`config.mk`:
```
export PLATFORM = sky130hd
export DESIGN_NAME = multicycle_control
export DESIGN_NICKNAME = d
export VERILOG_FILES = /design/src/rtl/ctrl_pkg.sv /design/src/rtl/alu_decoder.sv /design/src/rtl/multicycle_control.sv
export SDC_FILE = /design/constraint.sdc
export NUM_CORES = 1
export LEC_CHECK = 0
export CORE_MARGIN = 2
export CORE_UTILIZATION = 47
export DETAILED_ROUTE_END_ITERATION = 10
export GPL_TIMING_DRIVEN = 0
export PLACE_DENSITY = 0.81
export SLEW_MARGIN = 5
export SYNTH_ARGS = -nofsm -noshare
export SYNTH_HDL_FRONTEND = slang
export SYNTH_HIERARCHICAL = 1
export SYNTH_SLANG_ARGS = --single-unit
export TNS_END_PERCENT = 30
```
`constraint.sdc`:
```
create_clock -name clk -period 2 [get_ports clk]
set_input_delay 0.5 -clock clk [delete_from_list [all_inputs] [get_ports clk]]
set_output_delay 0.5 -clock clk [all_outputs]
set_load 0.02 [all_outputs]
```
`src/rtl/ctrl_pkg.sv`:
```
// Shared encodings for the multicycle RV32I controller: states, opcodes, ALU ops, mux selects.
// Latency: n/a (constants and types only).
// Backpressure: n/a.
package ctrl_pkg;

    localparam logic [3:0] S_BOOT     = 4'd0,
                           S_FETCH    = 4'd1,
                           S_DECODE   = 4'd2,
                           S_MEMADR   = 4'd3,
                           S_MEMREAD  = 4'd4,
                           S_MEMWB    = 4'd5,
                           S_MEMWRITE = 4'd6,
                           S_EXECR    = 4'd7,
                           S_EXECI    = 4'd8,
                           S_ALUWB    = 4'd9,
                           S_BRANCH   = 4'd10,
                           S_JAL      = 4'd11,
                           S_JALR     = 4'd12,
                           S_LINK     = 4'd13,
                           S_LUI      = 4'd14,
                           S_TRAP     = 4'd15;

    localparam logic [6:0] OP_LOAD   = 7'b0000011,
                           OP_STORE  = 7'b0100011,
                           OP_R      = 7'b0110011,
                           OP_I      = 7'b0010011,
                           OP_BRANCH = 7'b1100011,
                           OP_JAL    = 7'b1101111,
                           OP_JALR   = 7'b1100111,
                           OP_LUI    = 7'b0110111,
                           OP_AUIPC  = 7'b0010111;

    localparam logic [3:0] ALU_ADD  = 4'b0000,
                           ALU_SUB  = 4'b0001,
                           ALU_AND  = 4'b0010,
                           ALU_OR   = 4'b0011,
                           ALU_XOR  = 4'b0100,
                           ALU_SLL  = 4'b0101,
                           ALU_SRA  = 4'b0110,
                           ALU_SRL  = 4'b0111,
                           ALU_SLT  = 4'b1000,
                           ALU_SLTU = 4'b1001;

    localparam logic [1:0] SRCA_PC    = 2'b00,
                           SRCA_OLDPC = 2'b01,
                           SRCA_RS1   = 2'b10;

    localparam logic [1:0] SRCB_RS2  = 2'b00,
                           SRCB_IMM  = 2'b01,
                           SRCB_FOUR = 2'b10;

    localparam logic [1:0] RES_ALUOUT = 2'b00,
                           RES_DATA   = 2'b01,
                           RES_ALU    = 2'b10,
                           RES_IMM    = 2'b11;

    localparam logic [2:0] IMM_I = 3'b000,
                           IMM_S = 3'b001,
                           IMM_B = 3'b010,
                           IMM_J = 3'b011,
                           IMM_U = 3'b100;

    localparam logic [1:0] SIZE_BYTE = 2'b00,
                           SIZE_HALF = 2'b01,
                           SIZE_WORD = 2'b10;

    // Moore control bundle; the Mealy enables (ir_write, pc_write) live outside it.
    typedef struct packed {
        logic       mem_req;
        logic       mem_write;
        logic       adr_src;
        logic       reg_write;
        logic [1:0] alu_src_a;
        logic [1:0] alu_src_b;
        logic [1:0] result_src;
        logic [2:0] imm_src;
        logic [3:0] alu_control;
        logic [1:0] mem_size;
        logic       mem_unsigned;
    } ctrl_t;

endpackage

```
`src/rtl/alu_decoder.sv`:
```
// Maps op/funct3/funct7 to the ALU operation for R-type and I-type ALU instructions.
// Latency: combinational.
// Backpressure: none.
module alu_decoder
    import ctrl_pkg::*;
(
    input  logic [6:0] op,
    input  logic [2:0] funct3,
    input  logic       funct7,
    output logic [3:0] alu_control
);

    always_comb begin
        alu_control = ALU_ADD;
        if (op == OP_R || op == OP_I) begin
            case (funct3)
                // IR[30] on addi is an immediate bit, so only R-type can subtract.
                3'b000:  alu_control = (op == OP_R && funct7) ? ALU_SUB : ALU_ADD;
                3'b001:  alu_control = ALU_SLL;
                3'b010:  alu_control = ALU_SLT;
                3'b011:  alu_control = ALU_SLTU;
                3'b100:  alu_control = ALU_XOR;
                3'b101:  alu_control = funct7 ? ALU_SRA : ALU_SRL;
                3'b110:  alu_control = ALU_OR;
                default: alu_control = ALU_AND;
            endcase
        end
    end

endmodule

```
`src/rtl/multicycle_control.sv`:
```
// Multicycle RV32I control FSM: fetch/decode/execute/memory/writeback with sticky traps.
// Latency: 3-5 cycles per instruction plus one per memory wait cycle.
// Backpressure: mem_req held until mem_ready; a stall of MEM_WAIT_MAX cycles traps.
module multicycle_control
    import ctrl_pkg::*;
#(
    parameter int MEM_WAIT_MAX = 15,
    parameter bit SUPPORT_HALF = 1'b1
) (
    input  logic       clk,
    input  logic       rst_n,
    input  logic [6:0] op,
    input  logic [2:0] funct3,
    input  logic       funct7,
    input  logic       mem_ready,
    input  logic       cmp_taken,
    output logic       mem_req,
    output logic       mem_write,
    output logic       adr_src,
    output logic       ir_write,
    output logic       pc_write,
    output logic       reg_write,
    output logic [1:0] alu_src_a,
    output logic [1:0] alu_src_b,
    output logic [1:0] result_src,
    output logic [2:0] imm_src,
    output logic [3:0] alu_control,
    output logic [1:0] mem_size,
    output logic       mem_unsigned,
    output logic       illegal,
    output logic       bus_err,
    output logic [3:0] state_o
);

    localparam int CNT_W = (MEM_WAIT_MAX > 0) ? $clog2(MEM_WAIT_MAX + 1) : 1;

    logic [3:0]       state;
    logic [3:0]       state_nxt;
    logic [3:0]       decode_nxt;
    logic [CNT_W-1:0] wait_cnt;
    logic [3:0]       alu_dec;
    logic             half_ok;
    logic             stall;
    logic             timeout;
    ctrl_t            c;
    logic             ir_write_c;
    logic             pc_write_c;

    assign half_ok = SUPPORT_HALF;

    alu_decoder u_alu_decoder (
        .op          (op),
        .funct3      (funct3),
        .funct7      (funct7),
        .alu_control (alu_dec)
    );

    // Dispatch target out of DECODE; S_TRAP marks an illegal encoding.
    always_comb begin
        decode_nxt = S_TRAP;
        case (op)
            OP_LOAD: begin
                case (funct3)
                    3'b000, 3'b010, 3'b100: decode_nxt = S_MEMADR;
                    3'b001, 3'b101:         decode_nxt = half_ok ? S_MEMADR : S_TRAP;
                    default:                decode_nxt = S_TRAP;
                endcase
            end
            OP_STORE: begin
                case (funct3)
                    3'b000, 3'b010: decode_nxt = S_MEMADR;
                    3'b001:         decode_nxt = half_ok ? S_MEMADR : S_TRAP;
                    default:        decode_nxt = S_TRAP;
                endcase
            end
            OP_R: begin
                if (!funct7 || funct3 == 3'b000 || funct3 == 3'b101)
                    decode_nxt = S_EXECR;
            end
            OP_I: begin
                if (funct3 != 3'b001 || !funct7)
                    decode_nxt = S_EXECI;
            end
            OP_BRANCH: begin
                if (funct3[2:1] != 2'b01)
                    decode_nxt = S_BRANCH;
            end
            OP_JAL:  decode_nxt = S_JAL;
            OP_JALR: begin
                if (funct3 == 3'b000)
                    decode_nxt = S_JALR;
            end
            OP_LUI:   decode_nxt = S_LUI;
            OP_AUIPC: decode_nxt = S_ALUWB;
            default:  decode_nxt = S_TRAP;
        endcase
    end

    assign stall   = c.mem_req && !mem_ready;
    // The MEM_WAIT_MAX-th consecutive stalled cycle is the last one tolerated.
    assign timeout = (MEM_WAIT_MAX > 0) && stall && (int'(wait_cnt) == MEM_WAIT_MAX - 1);

    always_comb begin
        state_nxt = state;
        case (state)
            S_BOOT:     state_nxt = S_FETCH;
            S_FETCH:    if (mem_ready) state_nxt = S_DECODE;
            S_DECODE:   state_nxt = decode_nxt;
            S_MEMADR:   state_nxt = (op == OP_STORE) ? S_MEMWRITE : S_MEMREAD;
            S_MEMREAD:  if (mem_ready) state_nxt = S_MEMWB;
            S_MEMWB:    state_nxt = S_FETCH;
            S_MEMWRITE: if (mem_ready) state_nxt = S_FETCH;
            S_EXECR:    state_nxt = S_ALUWB;
            S_EXECI:    state_nxt = S_ALUWB;
            S_ALUWB:    state_nxt = S_FETCH;
            S_BRANCH:   state_nxt = S_FETCH;
            S_JAL:      state_nxt = S_ALUWB;
            S_JALR:     state_nxt = S_LINK;
            S_LINK:     state_nxt = S_FETCH;
            S_LUI:      state_nxt = S_FETCH;
            default:    state_nxt = S_TRAP;
        endcase
        if (timeout)
            state_nxt = S_TRAP;
    end

    always_ff @(posedge clk or negedge rst_n) begin
        if (!rst_n) begin
            state    <= S_BOOT;
            wait_cnt <= '0;
            illegal  <= 1'b0;
            bus_err  <= 1'b0;
        end else begin
            state <= state_nxt;
            if (!stall || timeout || state_nxt != state)
                wait_cnt <= '0;
            else if (MEM_WAIT_MAX > 0)
                wait_cnt <= wait_cnt + CNT_W'(1);
            if (state == S_DECODE && decode_nxt == S_TRAP)
                illegal <= 1'b1;
            if (timeout)
                bus_err <= 1'b1;
        end
    end

    always_comb begin
        c          = '0;
        ir_write_c = 1'b0;
        pc_write_c = 1'b0;
        case (state)
            S_FETCH: begin
                c.mem_req    = 1'b1;
                c.alu_src_a  = SRCA_PC;
                c.alu_src_b  = SRCB_FOUR;
                c.result_src = RES_ALU;
                c.mem_size   = SIZE_WORD;
                ir_write_c   = mem_ready;
                pc_write_c   = mem_ready;
            end
            S_DECODE: begin
                // ALUOut <= OldPC + imm serves as branch/JAL target and AUIPC result.
                c.alu_src_a = SRCA_OLDPC;
                c.alu_src_b = SRCB_IMM;
                case (op)
                    OP_BRANCH:       c.imm_src = IMM_B;
                    OP_JAL:          c.imm_src = IMM_J;
                    OP_LUI,
                    OP_AUIPC:        c.imm_src = IMM_U;
                    default:         c.imm_src = IMM_I;
                endcase
            end
            S_MEMADR: begin
                c.alu_src_a    = SRCA_RS1;
                c.alu_src_b    = SRCB_IMM;
                c.imm_src      = (op == OP_STORE) ? IMM_S : IMM_I;
                c.mem_size     = funct3[1:0];
                c.mem_unsigned = (op == OP_LOAD) && funct3[2];
            end
            S_MEMREAD: begin
                c.mem_req      = 1'b1;
                c.adr_src      = 1'b1;
                c.mem_size     = funct3[1:0];
                c.mem_unsigned = (op == OP_LOAD) && funct3[2];
            end
            S_MEMWB: begin
                c.result_src   = RES_DATA;
                c.reg_write    = 1'b1;
                c.mem_size     = funct3[1:0];
                c.mem_unsigned = (op == OP_LOAD) && funct3[2];
            end
            S_MEMWRITE: begin
                c.mem_req   = 1'b1;
                c.mem_write = 1'b1;
                c.adr_src   = 1'b1;
                c.mem_size  = funct3[1:0];
            end
            S_EXECR: begin
                c.alu_src_a   = SRCA_RS1;
                c.alu_src_b   = SRCB_RS2;
                c.alu_control = alu_dec;
            end
            S_EXECI: begin
                c.alu_src_a   = SRCA_RS1;
                c.alu_src_b   = SRCB_IMM;
                c.imm_src     = IMM_I;
                c.alu_control = alu_dec;
            end
            S_ALUWB: begin
                c.result_src = RES_ALUOUT;
                c.reg_write  = 1'b1;
            end
            S_BRANCH: begin
                c.alu_src_a   = SRCA_RS1;
                c.alu_src_b   = SRCB_RS2;
                c.alu_control = ALU_SUB;
                c.result_src  = RES_ALUOUT;
                pc_write_c    = cmp_taken;
            end
            S_JAL: begin
                c.alu_src_a  = SRCA_OLDPC;
                c.alu_src_b  = SRCB_FOUR;
                c.result_src = RES_ALUOUT;
                pc_write_c   = 1'b1;
            end
            S_JALR: begin
                c.alu_src_a  = SRCA_RS1;
                c.alu_src_b  = SRCB_IMM;
                c.imm_src    = IMM_I;
                c.result_src = RES_ALU;
                pc_write_c   = 1'b1;
            end
            S_LINK: begin
                c.alu_src_a  = SRCA_OLDPC;
                c.alu_src_b  = SRCB_FOUR;
                c.result_src = RES_ALU;
                c.reg_write  = 1'b1;
            end
            S_LUI: begin
                c.result_src = RES_IMM;
                c.imm_src    = IMM_U;
                c.reg_write  = 1'b1;
            end
            default: begin
                c = '0;
            end
        endcase
    end

    assign mem_req      = c.mem_req;
    assign mem_write    = c.mem_write;
    assign adr_src      = c.adr_src;
    assign reg_write    = c.reg_write;
    assign alu_src_a    = c.alu_src_a;
    assign alu_src_b    = c.alu_src_b;
    assign result_src   = c.result_src;
    assign imm_src      = c.imm_src;
    assign alu_control  = c.alu_control;
    assign mem_size     = c.mem_size;
    assign mem_unsigned = c.mem_unsigned;
    assign ir_write     = ir_write_c;
    assign pc_write     = pc_write_c;
    assign state_o      = state;

endmodule

```
# Yosys cells after proc, flatten, opt, wreduce, memory -nomap -nowiden
# Index checks and enable logic that the tools add are counted.
# totals
out_inout_bits	28
elab_cells	103
in_bits	15
ff_bits	10
# classes
eq_ne	34
mux	32
reduce_logical	32
add_sub_neg	1
# ops
op	n
$mux 4	9
$pmux 4 s9	1
$eq 4x4->1 const B	8
$pmux 4 s8	1
$pmux 4 s7	1
$eq 7x6->1 const B	3
$eq 7x7->1 const B	3
$pmux 4 s5	1
$pmux 3 s3	2
$reduce_or 3->1	6
$eq 4x3->1 const B	4
$eq 7x5->1 const B	2
$eq 4x2->1 const B	3
$reduce_or 2->1	6
$eq 3x3->1 const B	3
$mux 1	9
$pmux 4 s2	1
$reduce_or 4->1	2
$eq 7x2->1 const B	1
$eq 3x2->1 const B	2
$logic_or 1x1->1	6
$mux 3	2
$pmux 2 s3	1
$reduce_or 6->1	1
14 further kinds	21

# Longest topological paths before layout
# logic_depth
depth_word	10
mapped_depth	7
depth_no_buf	7

# Modules after synthesis
# The synthesis kept the hierarchy.
# modules_own_cells
module	seq_area_each_um2	cells_per_inst	area_each_um2	instances
multicycle_control	250.2	170	1265.0	1
alu_decoder	0.0	13	106.4	1

# Least setup slack after synthesis
# Ideal clock, no wire load.
# synth_path
path_kind	register -> output
from	reg state[3], in the netlist state_o[3]
to	out imm_src[0]
setup_slack_ns	-0.682
required_ns	1.500
t_arrival_ns	2.182
stages_incl_launch_ff	5
path_buffers	1
path_cell_list	dfrtp_1 -> buf_2 -> nor2_1 -> nand2_1 -> a2111oi_0
# synth_via
elab_chain_len	2
word_cells_on_any_way	4
classes_between	eq/ne: 3; mux: 1
# synth_rtl
item	line_no	text
from (decl)	multicycle_control.sv:37	logic [3:0] state;
from (signal assigned)	multicycle_control.sv:134	state <= state_nxt;
$eq 4x4->1 / $eq 4x2->1 (equally long branches)	multicycle_control.sv:150	case (state)
$pmux 3 s3 (*)	multicycle_control.sv:150	
to (decl)	multicycle_control.sv:26	output logic [2:0] imm_src,
# Mark *: on every way between the ends. The rest lies on a longest branch, timed or not.

# Final worst setup path
# layout_path
from	in op[2]
to	out alu_control[0]
# layout_via
elab_chain_len	6
word_cells_on_any_way	8
classes_between	eq/ne: 2; mux: 4; reduce/logical: 2
# layout_rtl
item	line_no	text
from (decl)	multicycle_control.sv:12	input logic [6:0] op,
$eq 7x6->1	alu_decoder.sv:15, alu_decoder.sv:18	
$logic_and 1x1->1	alu_decoder.sv:18	3'b000: alu_control = (op == OP_R && funct7) ? ALU_SUB : ALU_ADD;
$mux 1	alu_decoder.sv:18	
$pmux 4 s7	alu_decoder.sv:16	case (funct3)
$mux 4 (*)	alu_decoder.sv:15	if (op == OP_R || op == OP_I) begin
via alu_dec[0]	multicycle_control.sv:41	logic [3:0] alu_dec;
$pmux 4 s2 (*)	multicycle_control.sv:150	
to (decl)	multicycle_control.sv:27	output logic [3:0] alu_control,
# The timed path passes the listed nets; every way through them passes the cells marked *.

==> results by group <==
Synthesis
  • Ys flop type: dfrtp_1
  • Post-synth EDFFs: 0
  • Synthesized area: 1370 um^2
  • Syn nets: 200
  • Cell taking the most area after synthesis: dfrtp_1
  • Ys Warns: 6
  • Synth top area cells: dfrtp_1 (18%), nand2_1 (6.3%), nor2_1 (4.4%), a21oi_1 (3.6%), buf_2 (2.9%)
  • Syn_area_per_cell: between 7 and 8 um^2
  • Share of synthesized registers carrying an async set or reset: 100%
  • Flop and latch count out of synthesis: 10
  • Seq/Total Area, Yosys: 18.2%
  • Gate Count Post-Synth: approximately 180
  • Synth top area share: a little under a fifth
  • Yosys cell types: between 60 and 70

Clock tree
  • Clock buffer depth: 2
  • Hold buffer count at CTS: 0
  • Clock root cell: clkbuf_4
  • CTS Buf Count: 3
  • CTS tree: done
  • Clock latency at the later pin of the worst-skew pair: around 0.27 ns
  • Clk slew on worst S/H paths: approximately 0.060 ns
  • Sink Count: 10
  • CTS H-tree lvls: 1

Power and ir drop
  • Pwr Total: roughly 2.6 mW
  • P_leak: around 0.99 nW
  • Seq pwr share: approximately 13%
  • P_int: between 1 and 1.5 mW
  • Switching share of power: 48.2%
  • Peak supply drop: about 1.4 mV
  • Power Density: 1140 nW/um^2
  • Combinational group share of total power: roughly four fifths
  • Switch Pwr: around 1.2 mW
  • Clock power share: under 10%

Timing
  • TNS Setup: -0.978 ns
  • Final Cycle Share: 108%
  • FMAX: approximately 460 MHz
  • Slew Limit Fails: 0
  • Final setup violating endpoints: 12
  • Worst Skew: 0.00756 ns
  • Slew Limit Headroom: slightly above 60%
  • Min Clock Period, post-route: 2.16 ns
  • Slew @ Worst Pin: 0.565 ns
  • Number of hold violations in the final report: 0
  • RSZ-0062 raised after global routing: true
  • Final worst slack: -0.162 ns
  • Hold slack final: 0.470 ns

Global routing
  • Gr usage total: 27.2%
  • Global-route wire length before repair: approximately 7.2 mm
  • Pin count of the biggest net entering global routing: 15
  • Initial antenna violation count: 0
  • Vias in the first global route: ~1500
  • GR Overflow Total: 0

Setup path
  • Critical path fanouts, max: 4
  • Critical path startpoint category: primary input
  • Worst reg2reg path endpoint: state_o[1]
  • Crit Path Class: in2out
  • Reg-to-Reg Start: state_o[0]
  • Critical Path RT: 1.50 ns
  • CP Capture Type: output pin
  • Register-to-register setup slack: between 0.3 and 0.4 ns
  • Worst Path Arrival: about 1.7 ns
  • R2R depth: 6
  • CP startpoint: op[2]

Route
  • Wire length on met3: roughly 360 um
  • DRT antenna net count: 0
  • Via/cell ratio: ~6.2
  • Drt wl/cell: 17.4 um
  • Post-detailed-route DRC marker count: 0
  • DRT iter0 DRCs: 97
  • Final WL: roughly 4.9 mm
  • DR pass1 iterations: 4
  • Detailed route wirelength on metal2: roughly 2.5 mm
  • Via Count: between 1500 and 2000
  • M1 wire length: between 1.5 and 2 mm
  • Top layer in use: met4

Final layout
  • Antenna Cells: 0
  • Area Overhead vs Synth: 63.1%
  • Most frequent cells in the layout: buf_4 (26), buf_6 (16), nand2_1 (16)
  • Multi-input gate area: about 1200 um^2
  • Fraction of layout cells with a size suffix above 1: between 40% and 50%
  • Fill cells: roughly 180
  • Commonest non-fill, non-tap cell in the layout: buf_4
  • Final core occ: 81.1%
  • Register area: roughly 250 um^2
  • Final net count: approximately 270

Place
  • HPWL after DPL: around 3 mm
  • GPL Wtd Cong: 0.898
  • PortBufs: 42

Floorplan
  • Io pins: 43
  • Chip height: approximately 58 um
  • # rows: 19
  • Initial Utilization: slightly below 50%
  • Die W: 58.0 um
  • Core area: 2760 um^2
  • Die ar.: 3370 um^2

Outcome
  • Status: finished, violations left
  • Failing checks: negative setup slack

Hold path
  • HP Start: bus_err
  • Hold EP: bus_err
  • WHS Path Cells: 1
  • Hold Crit Class: reg2reg

Job
  • Max cap viols: 0
[repair_timing]
action | 4_1_cts | 5_1_grt
resized for setup | 179 | 41
hold endpoints to repair | 0 | 0
buffers inserted | 15 | 7
setup endpoints to repair | 26 | 22
pin swaps | 13 | 15
[worst max-delay path, cell delays in order]
cell	delay [ns]
buf_8	0.10
nor4b_4	0.28
nand3_2	0.18
a21oi_2	0.18
nand3_1	0.09
nand2_1	0.07
a32o_2	0.13
buf_6	0.11
[cell usage after synthesis, types with 2 or more instances]
cell type	count
a211oi_1	2
a21o_1	2
a21oi_1	10
a22o_1	2
a31oi_1	2
a32oi_1	3
and2_1	5
and2_2	2
buf_2	8
clkbuf_1	3
dfrtp_1	10
ha_1	2
inv_1	7
mux2i_1	4
nand2_1	23
nand2b_1	6
nand3_1	6
nand3b_1	5
nor2_1	16
nor2b_1	5
nor3_1	4
nor3_2	2
nor3b_1	3
nor3b_2	2
nor4_1	2
o21ai_0	4
o22ai_1	5
o31ai_1	2
xnor2_1	2
[power by group through the flow]
stage	registers (mW)	clock network (mW)	logic, mW
after global routing	0.332	0.198	2.17
after global placement	0.310	0	1.48
after floorplan	0.348	0	0.893
final	0.325	0.185	2.05
after CTS	0.308	0.185	1.74
after detailed placement	0.313	0	1.50
[registers in the layout, summed over array words and instances (netlist names)]
| register | flops |
|---|---|
| illegal | 1 |
| wait_cnt | 4 |
| bus_err | 1 |
| state_o | 4 |
[final cells by class]
| type | count | area share [%] |
|---|---|---|
| clock buffers | 4 | 1.62 |
| flip-flops and latches | 10 | 11.2 |
| plain buffers | 13 | 6.54 |
| well taps | 31 | 1.73 |
| repair buffers | 64 | 24.0 |
| multi-input cells | 153 | 53.5 |
| inverters | 7 | 1.29 |
[kinds of logic after synthesis]
family | synth area share (%)
compound gates | 25.3
xor+xnor | 1.92
fa+ha+maj | 1.82
buf+inv | 7.03
flops | 18.2
mux | 3.74
simple gates | 42.0
[worst max-delay path by stage]
stage	depth (start not counted)	endpoint
floorplan	4	imm_src[0]
global placement	8	alu_control[0]
detailed placement	8	alu_control[0]
CTS	8	alu_control[0]
global route	6	alu_control[2]
finish	8	alu_control[0]
[through the flow]
stage / cell area (um^2) / worst slack, ns / std cells
2_1_floorplan: 1400 / -0.0649 / 183
3_3_place_gp: 1860 / -1.20 / 256
3_5_place_dp: 1860 / -1.24 / 256
4_1_cts: 2100 / -0.128 / 275
5_1_grt: 2240 / -0.222 / 282
6_report: 2240 / -0.162 / 282
[routing by layer]
layer / global-route usage [%] / vias to the layer above
met1: 37.5 / 818
met2: 43.2 / 103
met5: 0 / -
li1: - / 810
met3: 4.24 / 15
met4: 9.63 / 0
No activity file was read; power rests on OpenSTA's default activity.
